==> src/rtl/fifo_serializer.sv <==
// Pops one packet at a time from an upstream FIFO and streams it LSB-flit-first
// over a valid/ready link, counting completed packets.
module fifo_serializer #(
  parameter int DATA_LINE_WIDTH = 40,
  parameter int FLIT_WIDTH      = 8,
  parameter int NUM_FLITS       = 5,
  parameter int LOG2_NUM_FLITS  = 3
) (
  input  logic                       clk,
  input  logic                       rst,
  input  logic                       i_empty_flag,
  output logic                       o_read_packet_en,
  input  logic [DATA_LINE_WIDTH-1:0] i_read_packet,
  output logic [FLIT_WIDTH-1:0]      o_flit,
  output logic                       o_flit_valid,
  output logic                       o_flit_last,
  input  logic                       i_flit_ready,
  output logic                       o_busy,
  output logic [15:0]                o_pkt_count
);

  typedef enum logic [1:0] {IDLE, WAIT, SEND} state_t;

  state_t                      state, state_nxt;
  logic [LOG2_NUM_FLITS-1:0]   cnt;
  logic [DATA_LINE_WIDTH-1:0]  shreg;
  logic [15:0]                 pkt_count_q;
  logic                        accept, last_flit, read_en;

  assign last_flit = (state == SEND) && (cnt == LOG2_NUM_FLITS'(NUM_FLITS - 1));
  assign accept    = (state == SEND) && i_flit_ready;

  always_comb begin
    state_nxt = state;
    read_en   = 1'b0;
    case (state)
      IDLE: if (!i_empty_flag) begin
        read_en   = 1'b1;
        state_nxt = WAIT;
      end
      WAIT: state_nxt = SEND;
      SEND: if (accept && last_flit) begin
        // Pop the next packet in the same cycle the last flit leaves.
        if (!i_empty_flag) begin
          read_en   = 1'b1;
          state_nxt = WAIT;
        end else begin
          state_nxt = IDLE;
        end
      end
      default: state_nxt = IDLE;
    endcase
  end

  always_ff @(posedge clk or posedge rst) begin
    if (rst) state <= IDLE;
    else     state <= state_nxt;
  end

  always_ff @(posedge clk or posedge rst) begin
    if (rst) begin
      cnt         <= '0;
      shreg       <= '0;
      pkt_count_q <= '0;
    end else begin
      if (state == WAIT) begin
        shreg <= i_read_packet;
        cnt   <= '0;
      end else if (accept) begin
        shreg <= shreg >> FLIT_WIDTH;
        cnt   <= cnt + 1'b1;
        if (last_flit) pkt_count_q <= pkt_count_q + 16'd1;
      end
    end
  end

  assign o_read_packet_en = read_en && !rst;
  assign o_flit_valid     = (state == SEND);
  assign o_flit           = (state == SEND) ? shreg[FLIT_WIDTH-1:0] : '0;
  assign o_flit_last      = last_flit;
  assign o_busy           = (state != IDLE);
  assign o_pkt_count      = pkt_count_q;

endmodule

==> config.mk <==
export PLATFORM = sky130hd
export DESIGN_NAME = fifo_serializer
export DESIGN_NICKNAME = d
export VERILOG_FILES = /design/src/rtl/fifo_serializer.sv
export SDC_FILE = /design/constraint.sdc
export NUM_CORES = 1
export LEC_CHECK = 0
export BUFFER_PORTS_ARGS = -buffer_cell sky130_fd_sc_hd__buf_2
export CORE_ASPECT_RATIO = 1.25
export CORE_MARGIN = 4
export CORE_UTILIZATION = 28
export DETAILED_ROUTE_END_ITERATION = 7
export HOLD_SLACK_MARGIN = 0.08
export PLACE_DENSITY = 0.55
export SLEW_MARGIN = 20
export SYNTH_ARGS = -nofsm -noshare
export SYNTH_HDL_FRONTEND = slang
export SYNTH_SLANG_ARGS = --single-unit
==> constraint.sdc <==
create_clock -name clk -period 2.5 [get_ports clk]
set_clock_uncertainty 0.15 [all_clocks]
set_input_delay 0.5 -clock clk [delete_from_list [all_inputs] [get_ports clk]]
set_output_delay 0.5 -clock clk [all_outputs]
set_load 0.05 [all_outputs]
==> results.md, run 1 <==
* Gr usage total at 11.2%
* Crit path capture type: output port
* Initial antenna violation count at 0
* WP data required at 1.85 ns
* Die X at 97.8 um
* Largest net degree at the start of global routing at 65
* Delay-heaviest family, CP: flip-flops
* WHS at 0.0712 ns
* DPL Wire Length at 4.42 mm
* Fin. Hold Viols at 0
* Post-CTS Hold Fix Bufs at 0
* Core ar. at 9710 um^2
* Synth warn at 0
* Final antenna diode count at 0
* Total power at 0.00483 W
* Status: complete, no violations
* Seq/Total Area, Yosys at 54.1%
* Post-route clock period utilization at 96.7%
* Std cell rows at 40
* H-Tree Depth at 3
* WP data arrival at 1.77 ns
* Crit-path cells: inv_1, ha_4, nand2_4, nor2_4, inv_1, a2111oi_4, buf_6
* Most common cell after layout, fill and taps aside: buf_2
* Final non-filler cell area at 3810 um^2
* Ys flop type: dfrtp_1
* CP max stage cell: dfrtp_1
* Critical path type: register to output port
* Full die area at 11,800 um^2
* Leak at 1.80 nW
* CTS tree: built
* Die H at 120 um
* HP Class: input port to async pin
* R2R Setup Slk at 0.56 ns
* P&R area growth vs syn at 34.9%
* Max-cap viol count at 0
* I/O pins at 72
* Avg Cell Area, Syn at 10.8 um^2
* #FFs+latches synth at 61
* First-pass GRT wire length at 10.6 mm
* Top cell type's share of synthesized area at 54.1%
* Clk Latency, worst-skew pair at 0.32 ns
* Starting Density at 29.1%
* Total CTS buffers at 9
* Share of cells above drive strength 1 at 31.7%
* Initial drt markers at 65
* Slew Limit Fails at 0
* Most frequent cells in the layout: buf_2 (70), dfrtp_1 (61), a21oi_1 (37), nor2_1 (35), mux2i_1 (32)
* Yosys cell types at 34
* Setup TNS at 0 ns
* Reg2Reg Depth at 7
* Mapped Nets at 308
* Crit path max fanout at 4
* Ys async rst share at 100%
* Slew @ Worst Pin at 0.735 ns
* RSZ-0062 raised after global routing: false
* Mapped Cells at 261
* Endpoints failing setup at 0
* Largest cells by area after synthesis: dfrtp_1 (54%), mux2i_1 (11%), a21oi_1 (6.6%)
* Delay of the slowest critical-path stage at 0.40 ns
* Fin nets at 386
* DRC viols at 0
* Final wirelength at 6.42 mm
* First-pass iteration count of the detailed router at 4
* Cell Pwr Density at 1270 nW/um^2
* Max clock buf depth at 2
* WL per Instance at 13.7 um
* Worst relative slew slack at 51.0%
* Crit path buffers/inverters at 3
* Post-Layout Cell Count at 470
* Fin crit period at 2.42 ns
* Reg-to-reg startpoint: state[0]
* Fmax at 0.414 GHz
* Yosys top cell by area: dfrtp_1
* Worst-path clk slew at 0.05 ns
* End point of the critical path: o_read_packet_en
* Congestion Overflow GR at 0
* Clock Tree Root: clkbuf_16
* RePlAce Congestion at 0.694
* Post-synth EDFFs at 0
* Area after DPL at 3400 um^2
* VDD IR max at 0.000586 V
* Vias in the first global route at 2,122
* CTS Sinks at 61
* DR vias/cell at 4.51
* Port bufs at 71
* CP Depth at 7
* FILL cells at 1,005
* Most used cell, CP: inv_1
* Crit start category: register
* Final ANT Viol Nets at 0
* R2R Path End: shreg[1]
* Placed insts at 452
* Via Count at 2,121
* Worst Setup SP: cnt[1]
* Synth Cell Area at 2820 um^2
## what timing repair did
item,in CTS,in global routing
setup endpoints to repair,1,1
gates resized for setup,3,3
buffers inserted,1,1
## metal layers
metal	track usage, %	vias up	routed length (um)
li1	-	1073	-
met1	15.2	993	3110
met2	16.9	49	2950
met3	2.25	6	286
met4	5.45	0	78
met5	0	-	0
## logic make-up (layout without fill, tap and decap cells)
family          count (synthesis)  in the layout  share of synthesized area (%)
simple gates                   78             78                           14.7
flops                          61             61                           54.1
compound gates                 52             52                           10.6
mux                            33             33                           11.7
buf+inv                        19            102                           2.92
xor+xnor                       15             15                           4.65
fa+ha+maj                       3              3                           1.33
## metrics by stage
step           util (%)  setup WS [ns]
2_1_floorplan         -          0.115
3_3_place_gp       35.0          0.238
3_5_place_dp       35.0          0.197
4_1_cts            39.0         0.0140
5_1_grt            39.2        0.00589
6_report           39.2         0.0837
## where the power goes
part	switching (W)	leakage, nW	internal, W
logic	0.00109	0.872	0.000675
clock network	0.000457	0.180	0.00108
registers	0.000187	0.743	0.00133
total	0.00174	1.80	0.00309
## worst reg2reg max path, delay by kind of cell (launching register included)
family | cells | cell delay (ns)
compound gates | 1 | 0.12
buf+inv | 3 | 0.72
flops | 1 | 0.34
simple gates | 3 | 0.52
## layout make-up
type	instances	area, um^2	area share (%)
Sequential cell	61	1530	40.1
Multi-Input combinational cell	181	1260	33.2
Timing Repair Buffer	80	467	12.3
Clock buffer	9	225	5.91
Tap cell	126	158	4.14
Clock inverter	7	146	3.84
Inverter	6	22.5	0.591
## cell usage after synthesis, drive strengths merged, types with 5 or more instances
| cell type | number |
|---|---|
| mux2i | 32 |
| and2 | 8 |
| dfrtp | 61 |
| a22o | 8 |
| inv | 6 |
| nor2 | 36 |
| nand2 | 8 |
| a21oi | 37 |
| xnor2 | 8 |
| buf | 11 |
| xor2 | 7 |
| nand3 | 5 |
## worst min path at each step
stage / end / slack, ns / cells after the start
6_report: shreg[38] / 0.07 / 2
5_1_grt: shreg[35] / 0.13 / 2
4_1_cts: shreg[35] / 0.09 / 2
3_5_place_dp: o_pkt_count[15] / 0.32 / 1
3_3_place_gp: o_pkt_count[15] / 0.33 / 1
2_1_floorplan: shreg[32] / 0.32 / 1
## registers in the layout, summed over array words and instances, names as in the netlist
signal,count
cnt,3
state,2
o_pkt_count,16
shreg,40
(Power assumes the default switching activity.)
==> run 2: changes to the inputs <==
--- a/config.mk
+++ b/config.mk
@@ -8,10 +8,10 @@
 export BUFFER_PORTS_ARGS = -buffer_cell sky130_fd_sc_hd__buf_2
 export CORE_ASPECT_RATIO = 1.25
 export CORE_MARGIN = 4
-export CORE_UTILIZATION = 28
+export CORE_UTILIZATION = 45
 export DETAILED_ROUTE_END_ITERATION = 7
 export HOLD_SLACK_MARGIN = 0.08
-export PLACE_DENSITY = 0.55
+export PLACE_DENSITY = 0.79
 export SLEW_MARGIN = 20
 export SYNTH_ARGS = -nofsm -noshare
 export SYNTH_HDL_FRONTEND = slang
==> constraint.sdc (replaced) <==
create_clock -name clk -period 2 [get_ports clk]
set_clock_uncertainty 0.15 [all_clocks]
set_input_delay 0.4 -clock clk [delete_from_list [all_inputs] [get_ports clk]]
set_output_delay 0.4 -clock clk [all_outputs]
set_load 0.05 [all_outputs]
==> results.md, run 2 (synthesis gave the netlist of run 1 again) <==
* Crit-path cells: inv_2, ha_4, nand2_4, nor2_4, inv_2, a2111oi_4, buf_6
* Crit path max fanout at 2 (-2)
* Vias in the first global route at 2,164 (+2.0%)
* Fin crit period at 2.21 ns
* Crit path capture type: output port
* CTS Sinks at 61 (unchanged)
* DRC viols at 0 (unchanged)
* Most common cell after layout, fill and taps aside: dfrtp_1
* Fin nets at 395 (+2.3%)
* Starting Density at 46.1% (+17 points)
* Clk Latency, worst-skew pair at 0.33 ns (about the same)
* RSZ-0062 raised after global routing: true
* Delay of the slowest critical-path stage at 0.39 ns (about the same)
* Largest register FFs at 40 (unchanged)
* Congestion Overflow GR at 0 (unchanged)
* Slew @ Worst Pin at 0.395 ns (-0.340 ns)
* Hold EP: state[0]
* Fin. Hold Viols at 0 (unchanged)
* Most frequent cells in the layout: dfrtp_1 (60), buf_2 (59), a21oi_1 (36), nor2_1 (34), mux2i_1 (32)
* Final wirelength at 5.98 mm (-6.8%)
* Port bufs at 71 (unchanged)
* Via Count at 2,217 (+4.5%)
* Std cell rows at 32 (-20%)
* Post-route clock period utilization at 111%
* Logic gate share of total power at 45.1% (+8.5 points)
* Reg-to-reg startpoint: cnt[0]
* WP data required at 1.45 ns (-0.40 ns)
* Switching pwr at 0.00221 W (+27%)
* Endpoints failing setup at 5 (+5)
* Status: finished, violations left
* Hold path startpoint: i_empty_flag
* Cell Pwr Density at 1500 nW/um^2 (+18%)
* Worst-path clk slew at 0.07 ns (+0.02 ns)
* Clock Tree Root: clkbuf_8
* Worst relative slew slack at 73.5% (+22 points)
* Most used cell, CP: inv_2
* DPL Wire Length at 4.04 mm (-8.5%)
* Gr usage total at 16.7% (+5.5 points)
* Initial drt markers at 129 (+98%)
* H-Tree Depth at 3 (unchanged)
* R2R Path End: o_pkt_count[15]
* I/O pins at 72 (unchanged)
* Failing checks: setup timing
* CTS tree: built
* Largest Register: shreg
* DR vias/cell at 5.06 (+12%)
* First-pass GRT wire length at 9.88 mm (-6.4%)
* First-pass iteration count of the detailed router at 6 (+2)
* Reg2Reg Depth at 7 (unchanged)
* Total power at 0.00570 W (+18%)
* Final worst slack at -0.213 ns (-0.297 ns)
* CP max stage cell: dfrtp_1
* Post-Route Utilization at 62.1% (+23 points)
* Total CTS buffers at 9 (unchanged)
* Final ANT Viol Nets at 0 (unchanged)
* Hold Path Cell Cnt at 2
* WP data arrival at 1.66 ns (-0.11 ns)
* Pint at 0.00350 W (+13%)
* VDD IR max at 0.000773 V (+32%)
* Fmax at 0.452 GHz
* Sequential power share at 33.6% (+2.1 points)
* Leak at 1.79 nW (-0.44%)
* Critical path type: register to output port
* Final antenna diode count at 0 (unchanged)
* P&R area growth vs syn at 34.7%
* Die H at 96.6 um (-20%)
* Max-cap viol count at 0 (unchanged)
* Core ar. at 6130 um^2 (-37%)
* Slew Limit Fails at 0 (unchanged)
* Initial antenna violation count at 0 (unchanged)
* R2R Setup Slk at 0.17 ns (-0.39 ns)
* WL per Instance at 13.7 um (about the same)
* Crit start category: register
* HP Class: input port to register
* Share of cells above drive strength 1 at 36.5% (+4.9 points)
* Sw Ratio at 38.7% (+2.7 points)
* Max clock buf depth at 2 (unchanged)
* RePlAce Congestion at 0.763 (+9.9%)
* Full die area at 7620 um^2 (-35%)
* Clock share of power at 21.3% (-11 points)
* Die X at 78.9 um (-19%)
* Largest net degree at the start of global routing at 65 (unchanged)
==> run 2: cell count changes in the layout (fill, tap and decap cells not counted), sizes merged <==
cell,before,now
clkinv,2,1
dlygate4sd3,0,1
bufinv,4,2
clkinvlp,0,4
buf,80,87
==> run 2: timing repair <==
action / in CTS / in global routing
cloned: 1 / 0
gates resized for setup: 33 / 14
hold buffers: 1 / 0
buffers inserted: 4 / 2
hold endpoints to repair: 61 / 0
setup endpoints to repair: 11 / 20
pin swaps: 2 / 2
==> run 2: metrics by stage <==
stage | setup TNS, ns | std cells | setup WS (ns) | hold WS (ns) | cell area [um^2]
5_1_grt | -0.953 | 438 | -0.322 | 0.107 | 3800
3_3_place_gp | 0 | 416 | 0.0590 | 0.325 | 3400
6_report | -0.295 | 438 | -0.213 | 0.115 | 3800
3_5_place_dp | 0 | 416 | 0.0180 | 0.316 | 3400
4_1_cts | -0.284 | 437 | -0.232 | 0.101 | 3760
2_1_floorplan | -0.173 | 261 | -0.173 | 0.315 | 2860
==> run 2: power by group through the flow <==
stage               clock [W]  sequential, W  combinational, W
detailed placement          0        0.00192           0.00220
finish                0.00122        0.00192           0.00257
global placement            0        0.00190           0.00213
global route          0.00130        0.00197           0.00282
floorplan                   0        0.00192           0.00165
CTS                   0.00125        0.00191           0.00248
==> run 2: critical path: cells and delay by family (launching register included) <==
kind | cells | cell delay [ns]
and+or+nand+nor | 2 | 0.16
adders and majority gates | 1 | 0.15
buffers and inverters | 3 | 0.33
AOI/OAI and AO/OA | 1 | 0.29
DFF | 1 | 0.39
==> run 2: worst max-delay path by stage <==
stage / from / endpoint / slack [ns] / depth (start not counted)
floorplan: cnt[0] / o_read_packet_en / -0.17 / 6
global placement: cnt[1] / o_read_packet_en / 0.06 / 7
detailed placement: cnt[1] / o_read_packet_en / 0.02 / 7
CTS: cnt[0] / o_read_packet_en / -0.23 / 7
global route: cnt[0] / o_read_packet_en / -0.32 / 7
finish: cnt[0] / o_read_packet_en / -0.21 / 7
==> run 2: final cells by class <==
cell class / instances / area (um^2)
fill: 510 / 2320
sequential: 61 / 1530
multi-input combinational: 181 / 1290
timing repair buffer: 88 / 617
clock buffer: 9 / 124
tap: 85 / 106
clock inverter: 7 / 97.6
inverter: 6 / 28.8
timing repair inverter: 1 / 7.51
==> run 2: metal layers <==
| layer | vias to the layer above | track usage, % | wire length (um) |
|---|---|---|---|
| li1 | 1087 | - | - |
| met1 | 1072 | 21.1 | 2560 |
| met2 | 53 | 26.9 | 3040 |
| met3 | 5 | 4.45 | 294 |
| met4 | 0 | 7.45 | 84 |
| met5 | - | 0 | 0 |
